===== config.mk =====
export PLATFORM = sky130hd
export DESIGN_NAME = cu_seq_flat
export DESIGN_NICKNAME = d
export VERILOG_FILES = /design/src/rtl/cu_seq_if.sv /design/src/rtl/cu_seq.sv /design/src/flat_wrapper.sv
export SDC_FILE = /design/constraint.sdc
export NUM_CORES = 1
export LEC_CHECK = 0
export CAP_MARGIN = 40
export CORE_UTILIZATION = 50
export DETAILED_ROUTE_END_ITERATION = 10
export DONT_BUFFER_PORTS = 1
export SYNTH_ARGS = -nofsm -noshare
export SYNTH_HDL_FRONTEND = slang
export SYNTH_SLANG_ARGS = --single-unit

===== constraint.sdc =====
create_clock -name clk -period 3.55 [get_ports clk]
set_input_delay 0.1775 -clock clk [delete_from_list [all_inputs] [get_ports clk]]
set_output_delay 0.1775 -clock clk [all_outputs]
set_load 0.03 [all_outputs]

===== src/rtl/cu_seq_if.sv =====
// Bus bundle for cu_seq: instruction-memory req/ack fetch port and the
// register-bank port (index select, write strobe/data, combinational reads).
interface cu_seq_if #(
  parameter int unsigned DW = 16,
  parameter int unsigned AW = 8
);
  logic          imem_req_out;
  logic [AW-1:0] imem_addr_out;
  logic          imem_ack_in;
  logic [DW-1:0] imem_data_in;
  logic [11:0]   rs_out;
  logic          rw_out;
  logic [DW-1:0] d_out;
  logic [DW-1:0] a_in;
  logic [DW-1:0] b_in;

  // Sequencer side
  modport master (
    output imem_req_out, imem_addr_out, rs_out, rw_out, d_out,
    input  imem_ack_in, imem_data_in, a_in, b_in
  );

  // Memory / register-bank side
  modport slave (
    input  imem_req_out, imem_addr_out, rs_out, rw_out, d_out,
    output imem_ack_in, imem_data_in, a_in, b_in
  );
endinterface


===== src/rtl/cu_seq.sv =====
// cu_seq: multi-cycle control sequencer for mycpu.
// IDLE -> FETCH -> DECODE -> EXEC -> (WB) -> FETCH, HALT on opcode F.
// Optional feature macro: MYCPU_TRAP_EN (illegal instruction halts with
// trap_out=1). Without it, illegal instructions execute as NOP.
module cu_seq #(
  parameter int unsigned DW    = 16,
  parameter int unsigned AW    = 8,
  parameter int unsigned NREGS = 8
) (
  input  logic       clk,
  input  logic       rst,
  input  logic       start_in,
  output logic       busy_out,
  output logic       halted_out,
  output logic       zf_out,
  output logic       cf_out,
  output logic       trap_out,
  cu_seq_if.master   bus
);

  typedef enum logic [2:0] {
    S_IDLE,
    S_FETCH,
    S_DECODE,
    S_EXEC,
    S_WB,
    S_HALT
  } state_t;

  state_t        state_q;
  logic [AW-1:0] pc_q;
  logic [DW-1:0] ir_q;
  logic [DW-1:0] res_q;
  logic          zf_q;
  logic          cf_q;
  logic          req_q;
  logic          rw_q;
  logic          busy_q;
  logic          halted_q;
`ifdef MYCPU_TRAP_EN
  logic          trap_q;
`endif

  // Decode / ALU results for the instruction held in IR
  logic [3:0]    op;
  logic [3:0]    rd_idx;
  logic [3:0]    ra_idx;
  logic [3:0]    rb_idx;
  logic [DW-1:0] alu_res;
  logic          alu_cf;
  logic          wr_op;
  logic          use_a;
  logic          use_b;
  logic          upd_zf;
  logic          upd_cf;
  logic          bad_op;
  logic          halt_op;
  logic          illegal;

  function automatic logic idx_bad(input logic [3:0] idx);
    return 32'(idx) >= NREGS;
  endfunction

  assign op     = ir_q[15:12];
  assign rd_idx = ir_q[11:8];
  assign ra_idx = ir_q[7:4];
  assign rb_idx = ir_q[3:0];

  // Combinational decode and ALU over the settled register-bank reads
  always_comb begin
    alu_res = '0;
    alu_cf  = 1'b0;
    wr_op   = 1'b0;
    use_a   = 1'b0;
    use_b   = 1'b0;
    upd_zf  = 1'b0;
    upd_cf  = 1'b0;
    bad_op  = 1'b0;
    halt_op = 1'b0;
    unique case (op)
      4'h0: ;
      4'h1: begin
        {alu_cf, alu_res} = {1'b0, bus.a_in} + {1'b0, bus.b_in};
        wr_op = 1'b1; use_a = 1'b1; use_b = 1'b1; upd_zf = 1'b1; upd_cf = 1'b1;
      end
      4'h2: begin
        {alu_cf, alu_res} = {1'b0, bus.a_in} - {1'b0, bus.b_in};
        wr_op = 1'b1; use_a = 1'b1; use_b = 1'b1; upd_zf = 1'b1; upd_cf = 1'b1;
      end
      4'h3: begin
        alu_res = bus.a_in & bus.b_in;
        wr_op = 1'b1; use_a = 1'b1; use_b = 1'b1; upd_zf = 1'b1; upd_cf = 1'b1;
      end
      4'h4: begin
        alu_res = bus.a_in | bus.b_in;
        wr_op = 1'b1; use_a = 1'b1; use_b = 1'b1; upd_zf = 1'b1; upd_cf = 1'b1;
      end
      4'h5: begin
        alu_res = bus.a_in ^ bus.b_in;
        wr_op = 1'b1; use_a = 1'b1; use_b = 1'b1; upd_zf = 1'b1; upd_cf = 1'b1;
      end
      4'h6: begin
        alu_res = bus.a_in;
        wr_op = 1'b1; use_a = 1'b1;
      end
      4'h7: begin
        alu_res = {{(DW-8){1'b0}}, ir_q[7:0]};
        wr_op = 1'b1;
      end
      4'h8: begin
        alu_res = {bus.a_in[DW-2:0], 1'b0};
        alu_cf  = bus.a_in[DW-1];
        wr_op = 1'b1; use_a = 1'b1; upd_zf = 1'b1; upd_cf = 1'b1;
      end
      4'hF: halt_op = 1'b1;
      default: bad_op = 1'b1;
    endcase
    illegal = bad_op
            | (wr_op & idx_bad(rd_idx))
            | (use_a & idx_bad(ra_idx))
            | (use_b & idx_bad(rb_idx));
  end

  // Sequencer FSM with registered outputs; rw_q is a one-cycle strobe
  always_ff @(posedge clk or posedge rst) begin
    if (rst) begin
      state_q  <= S_IDLE;
      pc_q     <= '0;
      ir_q     <= '0;
      res_q    <= '0;
      zf_q     <= 1'b0;
      cf_q     <= 1'b0;
      req_q    <= 1'b0;
      rw_q     <= 1'b0;
      busy_q   <= 1'b0;
      halted_q <= 1'b0;
`ifdef MYCPU_TRAP_EN
      trap_q   <= 1'b0;
`endif
    end else begin
      rw_q <= 1'b0;
      unique case (state_q)
        S_IDLE, S_HALT: begin
          if (start_in) begin
            state_q  <= S_FETCH;
            pc_q     <= '0;
            req_q    <= 1'b1;
            busy_q   <= 1'b1;
            halted_q <= 1'b0;
`ifdef MYCPU_TRAP_EN
            trap_q   <= 1'b0;
`endif
          end
        end
        S_FETCH: begin
          if (bus.imem_ack_in) begin
            ir_q    <= bus.imem_data_in;
            pc_q    <= pc_q + AW'(1);
            req_q   <= 1'b0;
            state_q <= S_DECODE;
          end
        end
        S_DECODE: state_q <= S_EXEC;
        S_EXEC: begin
          if (illegal) begin
`ifdef MYCPU_TRAP_EN
            state_q  <= S_HALT;
            busy_q   <= 1'b0;
            halted_q <= 1'b1;
            trap_q   <= 1'b1;
`else
            state_q  <= S_FETCH;
            req_q    <= 1'b1;
`endif
          end else if (halt_op) begin
            state_q  <= S_HALT;
            busy_q   <= 1'b0;
            halted_q <= 1'b1;
          end else if (wr_op) begin
            res_q   <= alu_res;
            if (upd_zf) zf_q <= (alu_res == '0);
            if (upd_cf) cf_q <= alu_cf;
            rw_q    <= 1'b1;
            state_q <= S_WB;
          end else begin
            state_q <= S_FETCH;
            req_q   <= 1'b1;
          end
        end
        S_WB: begin
          state_q <= S_FETCH;
          req_q   <= 1'b1;
        end
        default: state_q <= S_IDLE;
      endcase
    end
  end

  assign bus.imem_req_out  = req_q;
  assign bus.imem_addr_out = pc_q;
  assign bus.rs_out        = ir_q[11:0];
  assign bus.rw_out        = rw_q;
  assign bus.d_out         = res_q;
  assign busy_out          = busy_q;
  assign halted_out        = halted_q;
  assign zf_out            = zf_q;
  assign cf_out            = cf_q;
`ifdef MYCPU_TRAP_EN
  assign trap_out          = trap_q;
`else
  assign trap_out          = 1'b0;
`endif

endmodule


===== src/flat_wrapper.sv =====
// flat-port wrapper written by rule: the top's interface ports become plain ports
module cu_seq_flat 
#(
  parameter int unsigned DW    = 16,
  parameter int unsigned AW    = 8,
  parameter int unsigned NREGS = 8
)
  (clk, rst, start_in, busy_out, halted_out, zf_out, cf_out, trap_out, bus_imem_req_out, bus_imem_addr_out, bus_rs_out, bus_rw_out, bus_d_out, bus_imem_ack_in, bus_imem_data_in, bus_a_in, bus_b_in);
  cu_seq_if #(.DW(DW), .AW(AW)) bus_i ();
  input  logic clk;
  input  logic rst;
  input  logic start_in;
  output logic busy_out;
  output logic halted_out;
  output logic zf_out;
  output logic cf_out;
  output logic trap_out;
  output wire logic [$bits(bus_i.imem_req_out)-1:0] bus_imem_req_out;
  output wire logic [$bits(bus_i.imem_addr_out)-1:0] bus_imem_addr_out;
  output wire logic [$bits(bus_i.rs_out)-1:0] bus_rs_out;
  output wire logic [$bits(bus_i.rw_out)-1:0] bus_rw_out;
  output wire logic [$bits(bus_i.d_out)-1:0] bus_d_out;
  input wire logic [$bits(bus_i.imem_ack_in)-1:0] bus_imem_ack_in;
  input wire logic [$bits(bus_i.imem_data_in)-1:0] bus_imem_data_in;
  input wire logic [$bits(bus_i.a_in)-1:0] bus_a_in;
  input wire logic [$bits(bus_i.b_in)-1:0] bus_b_in;
  assign bus_imem_req_out = bus_i.imem_req_out;
  assign bus_imem_addr_out = bus_i.imem_addr_out;
  assign bus_rs_out = bus_i.rs_out;
  assign bus_rw_out = bus_i.rw_out;
  assign bus_d_out = bus_i.d_out;
  assign bus_i.imem_ack_in = bus_imem_ack_in;
  assign bus_i.imem_data_in = bus_imem_data_in;
  assign bus_i.a_in = bus_a_in;
  assign bus_i.b_in = bus_b_in;
  cu_seq #(.DW(DW), .AW(AW), .NREGS(NREGS)) u_core (.clk(clk), .rst(rst), .start_in(start_in), .busy_out(busy_out), .halted_out(halted_out), .zf_out(zf_out), .cf_out(cf_out), .trap_out(trap_out), .bus(bus_i));
endmodule

== After elaboration in Yosys (flattened, before gate mapping) ==
Index checks and enable logic that the tools add are counted.
Storage, ports and cells
  register bits: 49
  input port bits: 52
  output and inout port bits: 43
  logic and storage cells: 100
Cells by class
  add/sub/neg operators: 3
  $lt $le $gt $ge: 3
  equality and inequality tests: 20
  multiplexer cells: 34
  bitwise operators: 11
  reductions and logical operators: 19
Operators with widths (count)
  case mux 16 bit (8 select lines): 1
  2-to-1 mux 1 bit: 20
  adder 16 x 16 -> 17 bit: 1
  subtractor 16 x 16 -> 17 bit: 1
  AND 16 bit: 1
  == test 4 x 3 -> 1 bit, second input constant: 4
  zero test 16 bit: 1
  2-to-1 mux 8 bit: 2
  OR 16 bit: 1
  case mux 8 bit (2 select lines): 1
  bitwise XOR 16 bit: 1
  2-to-1 mux 3 bit: 5
  case mux 3 bit (5 select lines): 1
  >= comparator 4 bit, second input constant: 3
  AND reduction 5 bit: 2
  OR reduction 10 bit: 1
  adder 8 x 1 -> 8 bit, second input constant: 1
  == test 4 x 2 -> 1 bit, second input constant: 2
  == test 4 bit, second input constant: 2
  AND reduction 4 bit: 2
  OR reduction 8 bit: 1
  OR reduction 7 bit: 1
  == test 3 x 2 -> 1 bit, second input constant: 2
  == test 3 bit, second input constant: 2
  other kinds (20): 31

== Depth between registers and ports, before layout ==
Gate-level depths: netlist (run 1).
  depth in word-level cells: 9
  gate-level depth with buffers: 13

== Worst setup path before layout (run 1) ==
Ideal clock, no wire load.
  path kind: input to register
  from: input port bus_b_in[1]
  to: register u_core.zf_q (netlist: u_core.zf_out)
  setup time: 76 ps
  arrival: 2378 ps
  data required time: 3474 ps
  slack: 1096 ps
  cell stages on the path: 11
  path buffers: 0
  cell sequence: inv_1 ha_1 or2_1 a221oi_4 o21bai_1 a2111oi_2 o21ba_1 or3_1 nor4_2 nand4_1 o21ai_1
Between the ends
  longest elaborated chain between the ends: 3
RTL lines
  from (decl): RTL line flat_wrapper.sv:26  | input wire logic [$bits(bus_i.b_in)-1:0] bus_b_in;
  subtractor 16 x 16 -> 17 bit (tied with other cells): RTL line cu_seq.sv:87  | {alu_cf, alu_res} = {1'b0, bus.a_in} - {1'b0, bus.b_in};
  case mux 16 bit (8 select lines) *: RTL line cu_seq.sv:80  | unique case (op)
  zero test 16 bit *: RTL line cu_seq.sv:181  | if (upd_zf) zf_q <= (alu_res == '0);
  to (signal assigned): RTL line cu_seq.sv:181
  to (decl): RTL line cu_seq.sv:34  | logic zf_q;
Mark *: on every way between the ends. The rest lies on a longest branch, timed or not.
A chain may end at the register's enable or synchronous reset.

== Worst setup path in the final report (run 1) ==
  from: register u_core.ir_q[14]
  to: register u_core.zf_q (netlist: u_core.zf_out)
Between the ends
  longest elaborated chain between the ends: 9
RTL lines
  from (decl): RTL line cu_seq.sv:32  | logic [DW-1:0] ir_q;
  from (signal assigned): RTL line cu_seq.sv:157  | ir_q <= bus.imem_data_in;
  == test 4 x 1 -> 1 bit (tied with other cells): RTL line cu_seq.sv:80
  OR reduction 8 bit (no line)
  2-to-1 mux 1 bit: RTL line cu_seq.sv:80
  AND 1 bit: RTL line cu_seq.sv:119  | | (wr_op & idx_bad(rd_idx))
  OR 1 bit: RTL line cu_seq.sv:119
  OR 1 bit: RTL line cu_seq.sv:120  | | (use_a & idx_bad(ra_idx))
  OR 1 bit: RTL line cu_seq.sv:121  | | (use_b & idx_bad(rb_idx));
  NOT 1 bit (no line)
  AND reduction 5 bit (no line)
Parallel ways exist; a longest one is shown, timed or not.

==> flow_metrics.py, run 1 <==
metrics = {
    "status": {
        "status": "complete, no violations",
    },
    "synth": {
        "async_flop_share_pct": 100,
        "synth_seq_cells": 49,
        "synth_area_leaders": "dfrtp_1, ha_1, nand2_1",
        "yosysMostFrequentCell": "nand2_1",
        "synth.top_cell.area_share_pct": 23.2,
        "synth_common_cells": "nand2_1, nor2_1, ha_1, inv_1, dfrtp_1",
        "synth-seq-area-share_pct": 23.2,
        "syn_area_mm2": 0.00528,
        "synth_top_cell_by_area": "dfrtp_1",
        "synthFlopType": "dfrtp_1",
        "synth_warnings": 0,
        "syn_avg_cell_area_um2": 7.82,
        "ys_types": 89,
        "synth_fp_nets": 781,
        "synth-edff-count": 0,
        "syn_inst": 675,
    },
    "sta": {
        "fin_hold_ws_ns": 0.0440,
        "maxSlewHeadroom_pct": 51.3,
        "slew_viol_final": 0,
        "clock_skew_ns": 0.0127,
        "rsz0062_at_grt": "no",
        "period_share_pct": 92.4,
        "tightest_slew_ns": 0.729,
        "hold_viol": 0,
        "finalSetupTns_ns": 0,
        "setup_ws_ns": 0.268,
        "fin_crit_ns": 3.28,
        "fmax_mhz": 305,
        "setup_violations": 0,
    },
    "floorplan": {
        "die-area_mm2": 0.0110,
        "core_area_mm2": 0.0103,
        "die_x_um": 105,
        "die_h_um": 105,
        "io_pins": 95,
        "initial_core_util_pct": 51.4,
        "core.rowCount": 37,
    },
    "detailed_routing": {
        "vias": 5100,
        "first_pass_iters": 5,
        "wl_um": 15600,
        "drc": 0,
        "viasPerCell": 6.37,
        "routedWlPerCell_um": 19.5,
        "ant_nets": 0,
        "drtIter0Drc": 497,
    },
    "global_routing": {
        "grt_max_degree": 39,
        "grt_usage_pct": 29.0,
        "overflow": 0,
        "grt_pass1_wl_um": 25400,
        "first_global_vias": 4965,
        "antenna_found_initial": 0,
    },
    "worst_setup_path": {
        "cp.arrival_ns": 3.52,
        "worst_setup_path_start_kind": "register",
        "crit_slowest_cell": "a2111oi_1",
        "cpPeakStageDelay_ns": 0.70,
        "cp_max_fo": 18,
        "worstPathCellList": "buf_4, or4b_1, o22ai_1, a2111oi_1, nand4_1, or3_1, nor4_2, nand4_1, o21ai_1",
        "crit_required_ns": 3.79,
        "worstSetupPathType": "reg -> reg",
        "worstSetupEndpointType": "register",
        "worst_path_most_repeated_cell": "nand4_1",
    },
    "clock_tree": {
        "htreeDepth": 2,
        "cts_setup_buffers": 0,
        "cts_root_buffer": "clkbuf_8",
        "cts.reportedPaths.clkPinSlew_ns": 0.10,
        "post_cts_resized": 0,
        "cts_tree": "done",
        "cts_num_sinks": 49,
        "clock_path_buffers": 2,
        "insertion_delay_ns": 0.31,
        "cts_buffers": 5,
    },
    "layout": {
        "area.growth.synth_to_final_pct": 5.85,
        "drive_gt1_share_pct": 9.47,
        "antenna_cells": 0,
        "nets": 770,
        "nFillCells": 1003,
    },
    "power_and_ir_drop": {
        "p_switching_w": 0.00206,
        "switching_share_pct": 53.5,
        "clock_power_share_pct": 11.1,
        "power_density_mw_per_mm2": 688,
        "power.total_w": 0.00384,
        "pwr-share-comb_pct": 51.2,
        "intPower_w": 0.00179,
        "ir_worst_vdd_v": 0.000514,
        "p_leak_nw": 2.49,
        "p_seq_share_pct": 37.7,
    },
    "place": {
        "pre_cts_ws_ns": 0.360,
        "port-buffer-count": 0,
        "dp_hpwl_um": 12000,
        "gp_congestion": 0.932,
    },
    "hold_path": {
        "min_path_type": "in -> reg",
    },
    "flow_run": {
        "drv_cap": 0,
    },
}
[what timing repair did]
item	CTS	global route
hold endpoints to repair	43	0
endpoints found under the setup margin	0	0
hold buffers	16	0
[kinds of logic after synthesis]
logic type                 Yosys count  share of synthesized area (%)
and+or+nand+nor                    248                           23.8
AOI/OAI and AO/OA                  195                           25.9
buffers and inverters              108                           10.0
adders and majority gates           54                           13.1
DFF                                 49                           23.2
muxes                               16                           3.22
xor gates and xnor gates             4                          0.664
other                                1                         0.0710
[power groups by stage]
stage | clock network, W | registers, W | logic, W
5_1_grt | 0.000452 | 0.00149 | 0.00216
2_1_floorplan | 0 | 0.00117 | 0.00178
6_report | 0.000425 | 0.00145 | 0.00197
3_5_place_dp | 0 | 0.00146 | 0.00192
3_3_place_gp | 0 | 0.00145 | 0.00186
4_1_cts | 0.000435 | 0.00145 | 0.00194
[worst max-delay path: cells and delay by family, from the launching register on]
| family | cells | cell delay, ns |
|---|---|---|
| flops | 1 | 0.57 |
| compound gates | 3 | 0.97 |
| buf+inv | 1 | 0.29 |
| simple gates | 5 | 1.37 |
[area by class of cell]
class,instances,area [µm²],share of cell area (%)
timing repair buffer,36,328,5.87
tap,136,170,3.04
inverter,54,203,3.63
clock inverter,3,50.0,0.895
sequential,49,1230,21.9
multi-input combinational,518,3540,63.4
clock buffer,5,68.8,1.23
[final timing paths]
kind	from	cells past startpoint	to	slack, ns
min	bus_imem_data_in[14]	2	u_core.ir_q[14]$_DFFE_PP0P_	0.04
max	u_core.ir_q[14]$_DFFE_PP0P_	9	u_core.zf_out$_DFFE_PP0P_	0.27
max in group asynchronous	rst	3	u_core.bus.d_out[6]$_DFFE_PP0P_	2.80
min reg2reg	u_core.state_q[2]$_DFFE_PP0P_	1	u_core.state_q[1]$_DFFE_PP0P_	0.55
min in group asynchronous	rst	2	u_core.bus.d_out[13]$_DFFE_PP0P_	0.27
max reg2reg	u_core.ir_q[14]$_DFFE_PP0P_	9	u_core.zf_out$_DFFE_PP0P_	0.27
[stage by stage]
stage | cell area, µm² | util (%) | std cells
floorplan | 5280 | - | 675
global placement | 5260 | 51.1 | 772
detailed placement | 5310 | 51.7 | 777
CTS | 5590 | 54.4 | 801
global route | 5590 | 54.4 | 801
finish | 5590 | 54.4 | 801
[state kept, by name (all words and copies together), names as in the netlist]
| signal | cells |
|---|---|
| u_core.zf_out | 1 |
| u_core.bus.imem_addr_out | 8 |
| u_core.halted_out | 1 |
| u_core.state_q | 3 |
| u_core.ir_q | 16 |
| u_core.bus.imem_req_out | 1 |
| u_core.bus.rw_out | 1 |
| u_core.busy_out | 1 |
| u_core.cf_out | 1 |
| u_core.bus.d_out | 16 |
[layout by cell type, fill, tap and decap left out, types with 19 or more instances in the layout]
cell type  netlist  routed
a21oi_1         45      45
dfrtp_1         49      49
ha_1            52      52
inv_1           52      51
nand2_1         83      83
nor2_1          59      59
nor3_1          19      19
o21ai_0         40      40
[per-layer routing]
| layer | track usage, % | part of all wire, % | wire (µm) | vias to the layer above |
|---|---|---|---|---|
| li1 | - | - | - | 2388 |
| met1 | 36.9 | 42 | 6540 | 2436 |
| met3 | 5.43 | 7.5 | 1170 | 45 |
| met4 | 9.46 | 2.8 | 444 | 0 |
| met5 | 0 | 0 | 0 | - |
| met2 | 49.2 | 48 | 7490 | 231 |
No activity file was read; power rests on OpenSTA's default activity.
==> run 2: changes to the inputs <==
REMOVE_ABC_BUFFERS = 1   (was unset)
==> run 2 against run 1 <==
  * Combinational power about the same
  * Non-clock buffer count up 3
  * Clock-buffer cell count up 1
  * Largest cell class unchanged
  * Largest power group unchanged
==> flow_metrics.py, run 2 (synthesis results as in run 1) <==
metrics = {
    "place": {
        "dp_hpwl_um": 12600,
        "port-buffer-count": 0,
        "gp_congestion": 0.919,
    },
    "detailed_routing": {
        "drtIter0Drc": 414,
        "viasPerCell": 6.34,
        "wl_um": 16100,
        "ant_nets": 0,
        "first_pass_iters": 4,
        "routedWlPerCell_um": 20.0,
        "drc": 0,
        "vias": 5099,
    },
    "sta": {
        "slew_viol_final": 0,
        "fin_crit_ns": 3.28,
        "maxSlewHeadroom_pct": 53.5,
        "period_share_pct": 92.4,
        "clock_skew_ns": 0.0109,
        "fmax_mhz": 305,
        "setup_violations": 0,
        "rsz0062_at_grt": "no",
        "hold_viol": 0,
        "tightest_slew_ns": 0.687,
        "finalSetupTns_ns": 0,
    },
    "worst_setup_path": {
        "worst_path_most_repeated_cell": "buf_4",
        "worst_setup_path_start_kind": "register",
        "worstSetupPathType": "reg -> reg",
        "cp_max_fo": 23,
        "cpPeakStageDelay_ns": 0.78,
        "worstPathCellList": "buf_4, nor4bb_2, buf_4, a22oi_2, nand3_1, a2111oi_2, o21ba_1, or3_1, nor4_2, nand4_1, o21ai_1",
        "r2r_setup_slack_ns": 0.27,
        "cp_num_buf_inv": 2,
        "cp.arrival_ns": 3.51,
        "path_delay_family": "simple AND/OR/NAND/NOR gates",
        "crit_slowest_cell": "dfrtp_1",
        "worstSetupEndpointType": "register",
        "crit_required_ns": 3.78,
    },
    "layout": {
        "mostFrequentLayoutCell": "nand2_1",
        "nets": 773,
        "fin_util_pct": 54.6,
        "area.growth.synth_to_final_pct": 6.18,
        "antenna_cells": 0,
        "drive_gt1_share_pct": 9.73,
        "final_cell_mix": "nand2_1, nor2_1, ha_1",
        "nFillCells": 1009,
    },
    "global_routing": {
        "antenna_found_initial": 0,
        "grt_max_degree": 37,
        "top_usage_layer": "met2",
        "grt_usage_pct": 29.7,
        "gr-usage-met1_pct": 40.5,
        "grtUsageMet2_pct": 48.6,
        "met3_usage_pct": 5.18,
        "first_global_vias": 4892,
        "overflow": 0,
        "grt_pass1_wl_um": 25900,
    },
    "hold_path": {
        "min_path_type": "in -> reg",
    },
    "floorplan": {
        "die-area_mm2": 0.0110,
        "core.rowCount": 37,
        "initial_core_util_pct": 51.4,
        "core_area_mm2": 0.0103,
        "die_x_um": 105,
        "die_h_um": 105,
        "io_pins": 95,
    },
    "flow_run": {
        "drv_cap": 0,
    },
    "clock_tree": {
        "post_cts_resized": 0,
        "cts_num_sinks": 49,
        "clock_path_buffers": 2,
        "cts_root_buffer": "clkbuf_8",
        "cts.reportedPaths.clkPinSlew_ns": 0.09,
        "htreeDepth": 2,
        "insertion_delay_ns": 0.30,
        "cts_tree": "done",
        "cts_buffers": 5,
        "postCtsHoldBufs": 16,
        "cts_setup_buffers": 0,
    },
    "power_and_ir_drop": {
        "p_leak_nw": 2.49,
        "power_density_mw_per_mm2": 688,
        "ir_worst_vdd_v": 0.000403,
    },
    "status": {
        "status": "complete, no violations",
    },
}
run 2: cell count changes in the layout (fill, tap and decap cells not counted):
cell / previous run / this run
buf_6: 2 / 1
inv_8: 1 / 0
clkbuf_1: 0 / 1
buf_4: 16 / 20
buf_2: 1 / 0
clkdlybuf4s15_2: 0 / 1
run 2: area by class of cell:
type                    instances  area (µm²)  share of cell area, %
multi-input cells             518        3540                   63.2
flip-flops and latches         49        1230                   21.9
repair buffers                 39         353                   6.29
inverters                      54         203                   3.62
well taps                     136         170                   3.04
clock buffers                   6        72.6                   1.29
clock inverters                 2        38.8                  0.692
run 2: where the power goes:
| group | leakage [nW] | internal (W) | switching, W |
|---|---|---|---|
| logic | 1.83 | 0.000810 | 0.00116 |
| registers | 0.611 | 0.000774 | 0.000715 |
| clock network | 0.0554 | 0.000212 | 0.000189 |
run 2: metal layers:
layer	vias to the layer above	share of wire, %
li1	2399	-
met1	2456	45
met2	213	46
met3	31	6.8
met4	0	2.0
met5	-	0
run 2: worst paths after layout:
path / from / end / cells past startpoint
setup reg to reg: u_core.ir_q[15]$_DFFE_PP0P_ / u_core.zf_out$_DFFE_PP0P_ / 11
min in group asynchronous: rst / u_core.state_q[1]$_DFFE_PP0P_ / 2
hold reg to reg: u_core.state_q[2]$_DFFE_PP0P_ / u_core.state_q[1]$_DFFE_PP0P_ / 1
setup / recovery: u_core.ir_q[15]$_DFFE_PP0P_ / u_core.zf_out$_DFFE_PP0P_ / 11
hold / removal: bus_imem_data_in[14] / u_core.ir_q[14]$_DFFE_PP0P_ / 2
max in group asynchronous: rst / u_core.bus.imem_addr_out[0]$_DFFE_PP0P_ / 3
run 2: through the flow:
step / cell area (µm²) / hold slack (ns) / setup slack, ns / total power (W) / cells
6_report: 5610 / 0.00291 / 0.271 / 0.00386 / 804
5_1_grt: 5610 / 0.0239 / 0.0518 / 0.00413 / 804
4_1_cts: 5610 / 0.00152 / 0.317 / 0.00384 / 804
3_5_place_dp: 5340 / 0.0330 / 0.339 / 0.00342 / 780
3_3_place_gp: 5290 / 0.286 / 0.300 / 0.00338 / 776
2_1_floorplan: 4950 / 0.283 / 0.766 / 0.00272 / 621
run 2: worst register-to-register path, delay by kind of cell (launching register included):
| family | cells | cell delay [ns] |
|---|---|---|
| AO/OA/AOI/OAI | 4 | 0.89 |
| buffers and inverters | 2 | 0.51 |
| flip-flops | 1 | 0.78 |
| AND/OR/NAND/NOR | 5 | 1.03 |
==> run 3: changes to the inputs <==
CELL_PAD_IN_SITES_DETAIL_PLACEMENT = 1   (was unset)
CELL_PAD_IN_SITES_GLOBAL_PLACEMENT = 1   (was unset)
CORE_MARGIN = 10   (was unset)
PLACE_DENSITY_LB_ADDON = 0.1   (was unset)
==> run 3 against run 2 <==
  * Sequential cell count stayed put
  * Cell count is 0.37% lower
  * Hold slack hardly changed
  * Sequential power hardly changed
  * First-iteration DRC count is 0.48% higher
  * Non-clock buffer count is 3 lower
  * Fmax hardly changed
  * Clock skew is 0.0020 ns higher
  * Critical path depth is 1 lower
  * Combinational power is 4% higher
  * Via count is 1.5% higher
  * Clock power is 14% lower
  * Largest cell class unchanged
==> flow_metrics.py, run 3 (synthesis results as in run 1) <==
metrics = {
    "worst_setup_path": {
        "crit_slowest_cell": "dfrtp_1",
        "crit_required_ns": 3.80,
        "worstPathCellList": "buf_4, buf_4, mux2i_1, o22ai_1, a2111oi_1, nand4_1, or3_1, nor4_2, nand4_1, o21ai_1",
        "cp.arrival_ns": 3.52,
        "cpPeakStageDelay_ns": 0.86,
        "worstSetupPathType": "reg -> reg",
        "path_delay_family": "simple AND/OR/NAND/NOR gates",
        "worst_setup_path_start_kind": "register",
        "worstSetupEndpointType": "register",
        "cp_max_fo": 20,
        "cp_num_buf_inv": 2,
    },
    "place": {
        "dp_hpwl_um": 14600,
        "post_dp_cell_area_mm2": 0.00531,
        "port-buffer-count": 0,
        "gp_congestion": 0.956,
        "dp.cells": 778,
        "pre_cts_ws_ns": 0.373,
    },
    "sta": {
        "slew_viol_final": 0,
        "setup_ws_ns": 0.274,
        "fin_crit_ns": 3.28,
        "rsz0062_at_grt": "no",
        "finalSetupTns_ns": 0,
        "period_share_pct": 92.3,
        "setup_violations": 0,
        "maxSlewHeadroom_pct": 48.0,
        "tightest_slew_ns": 0.780,
        "fmax_mhz": 305,
        "hold_viol": 0,
        "clock_skew_ns": 0.0129,
    },
    "floorplan": {
        "io_pins": 95,
        "die-area_mm2": 0.0151,
        "die_h_um": 123,
        "die_x_um": 123,
        "core_area_mm2": 0.0103,
        "initial_core_util_pct": 51.1,
        "core.rowCount": 37,
    },
    "clock_tree": {
        "cts_root_buffer": "clkbuf_8",
        "insertion_delay_ns": 0.31,
        "cts_num_sinks": 49,
        "cts_buffers": 5,
        "cts_tree": "done",
        "cts.reportedPaths.clkPinSlew_ns": 0.10,
        "htreeDepth": 2,
        "clock_path_buffers": 2,
        "post_cts_resized": 0,
    },
    "layout": {
        "drive_gt1_share_pct": 9.47,
        "area.growth.synth_to_final_pct": 5.12,
        "multiInputGateArea_mm2": 0.00354,
        "antenna_cells": 0,
        "nFillCells": 1311,
        "mostFrequentLayoutCell": "nand2_1",
        "nets": 770,
        "stdcell_count": 801,
        "final_cell_mix": "nand2_1, nor2_1, ha_1",
        "ff_latch_area_mm2": 0.00123,
        "fin_util_pct": 53.8,
        "stdcell_area_mm2": 0.00555,
    },
    "detailed_routing": {
        "ant_nets": 0,
        "route.layer.met1.wl_um": 7930,
        "drtIter0Drc": 416,
        "routedWlPerCell_um": 23.7,
        "met3_length_um": 1390,
        "first_pass_iters": 5,
        "drc": 0,
        "wl_um": 19000,
        "routed.top_layer": "met4",
        "wl_met2_um": 9190,
        "viasPerCell": 6.46,
        "vias": 5174,
    },
    "power_and_ir_drop": {
        "p_leak_nw": 2.46,
        "power_density_mw_per_mm2": 701,
        "ir_worst_vdd_v": 0.000470,
    },
    "global_routing": {
        "overflow": 0,
        "grt_usage_pct": 24.5,
        "grt_max_degree": 41,
        "antenna_found_initial": 0,
        "grt_pass1_wl_um": 29700,
        "first_global_vias": 5294,
    },
    "hold_path": {
        "min_path_type": "in -> reg",
    },
    "flow_run": {
        "drv_cap": 0,
    },
    "status": {
        "status": "complete, no violations",
    },
}
-- run 3: where the power goes --
group | leakage (nW) | switching [W] | total (W) | internal [W]
logic | 1.81 | 0.00125 | 0.00205 | 0.000800
registers | 0.611 | 0.000717 | 0.00149 | 0.000774
clock network | 0.0374 | 0.000207 | 0.000346 | 0.000139
-- run 3: metrics by stage --
step	total power, W	hold WS [ns]
6_report	0.00389	0.00289
5_1_grt	0.00413	0.0236
4_1_cts	0.00385	0.00322
3_5_place_dp	0.00349	-0.000775
3_3_place_gp	0.00341	0.284
2_1_floorplan	0.00272	0.283
-- run 3: metal layers --
layer | track usage (%) | vias up
li1 | - | 2390
met1 | 30.2 | 2561
met2 | 41.3 | 180
met3 | 5.92 | 43
met4 | 7.44 | 0
met5 | 0 | -
-- run 3: area by class of cell --
class / count / share of cell area [%]
clock buffers: 6 / 1.31
clock inverters: 2 / 0.271
inverters: 54 / 3.65
multi-input cells: 518 / 63.8
flip-flops and latches: 49 / 22.1
well taps: 136 / 3.07
repair buffers: 36 / 5.77
-- run 3: worst register-to-register path: stages, from the launching register on --
cell and delay [ns]:
dfrtp_1 0.86, buf_4 0.30, buf_4 0.15, mux2i_1 0.19, o22ai_1 0.09, a2111oi_1 0.55, nand4_1 0.17, or3_1 0.39
nor4_2 0.21, nand4_1 0.14, o21ai_1 0.14
-- run 3: path summary, 6_finish.rpt --
check	start	to	slack, ns	cells past startpoint
worst max-delay path	u_core.ir_q[14]$_DFFE_PP0P_	u_core.zf_out$_DFFE_PP0P_	0.27	10
min in group asynchronous	rst	u_core.bus.d_out[14]$_DFFE_PP0P_	0.26	2
worst min-delay path	bus_imem_data_in[12]	u_core.ir_q[12]$_DFFE_PP0P_	0.003	2
worst max register to register	u_core.ir_q[14]$_DFFE_PP0P_	u_core.zf_out$_DFFE_PP0P_	0.27	10
max in group asynchronous	rst	u_core.ir_q[12]$_DFFE_PP0P_	2.80	3
worst min register to register	u_core.state_q[2]$_DFFE_PP0P_	u_core.state_q[1]$_DFFE_PP0P_	0.56	1
-- run 3: repair_timing --
item | in CTS | in global routing
setup buffers | 0 | 0
endpoints found under the hold margin | 62 | 1
hold buffers | 14 | 1
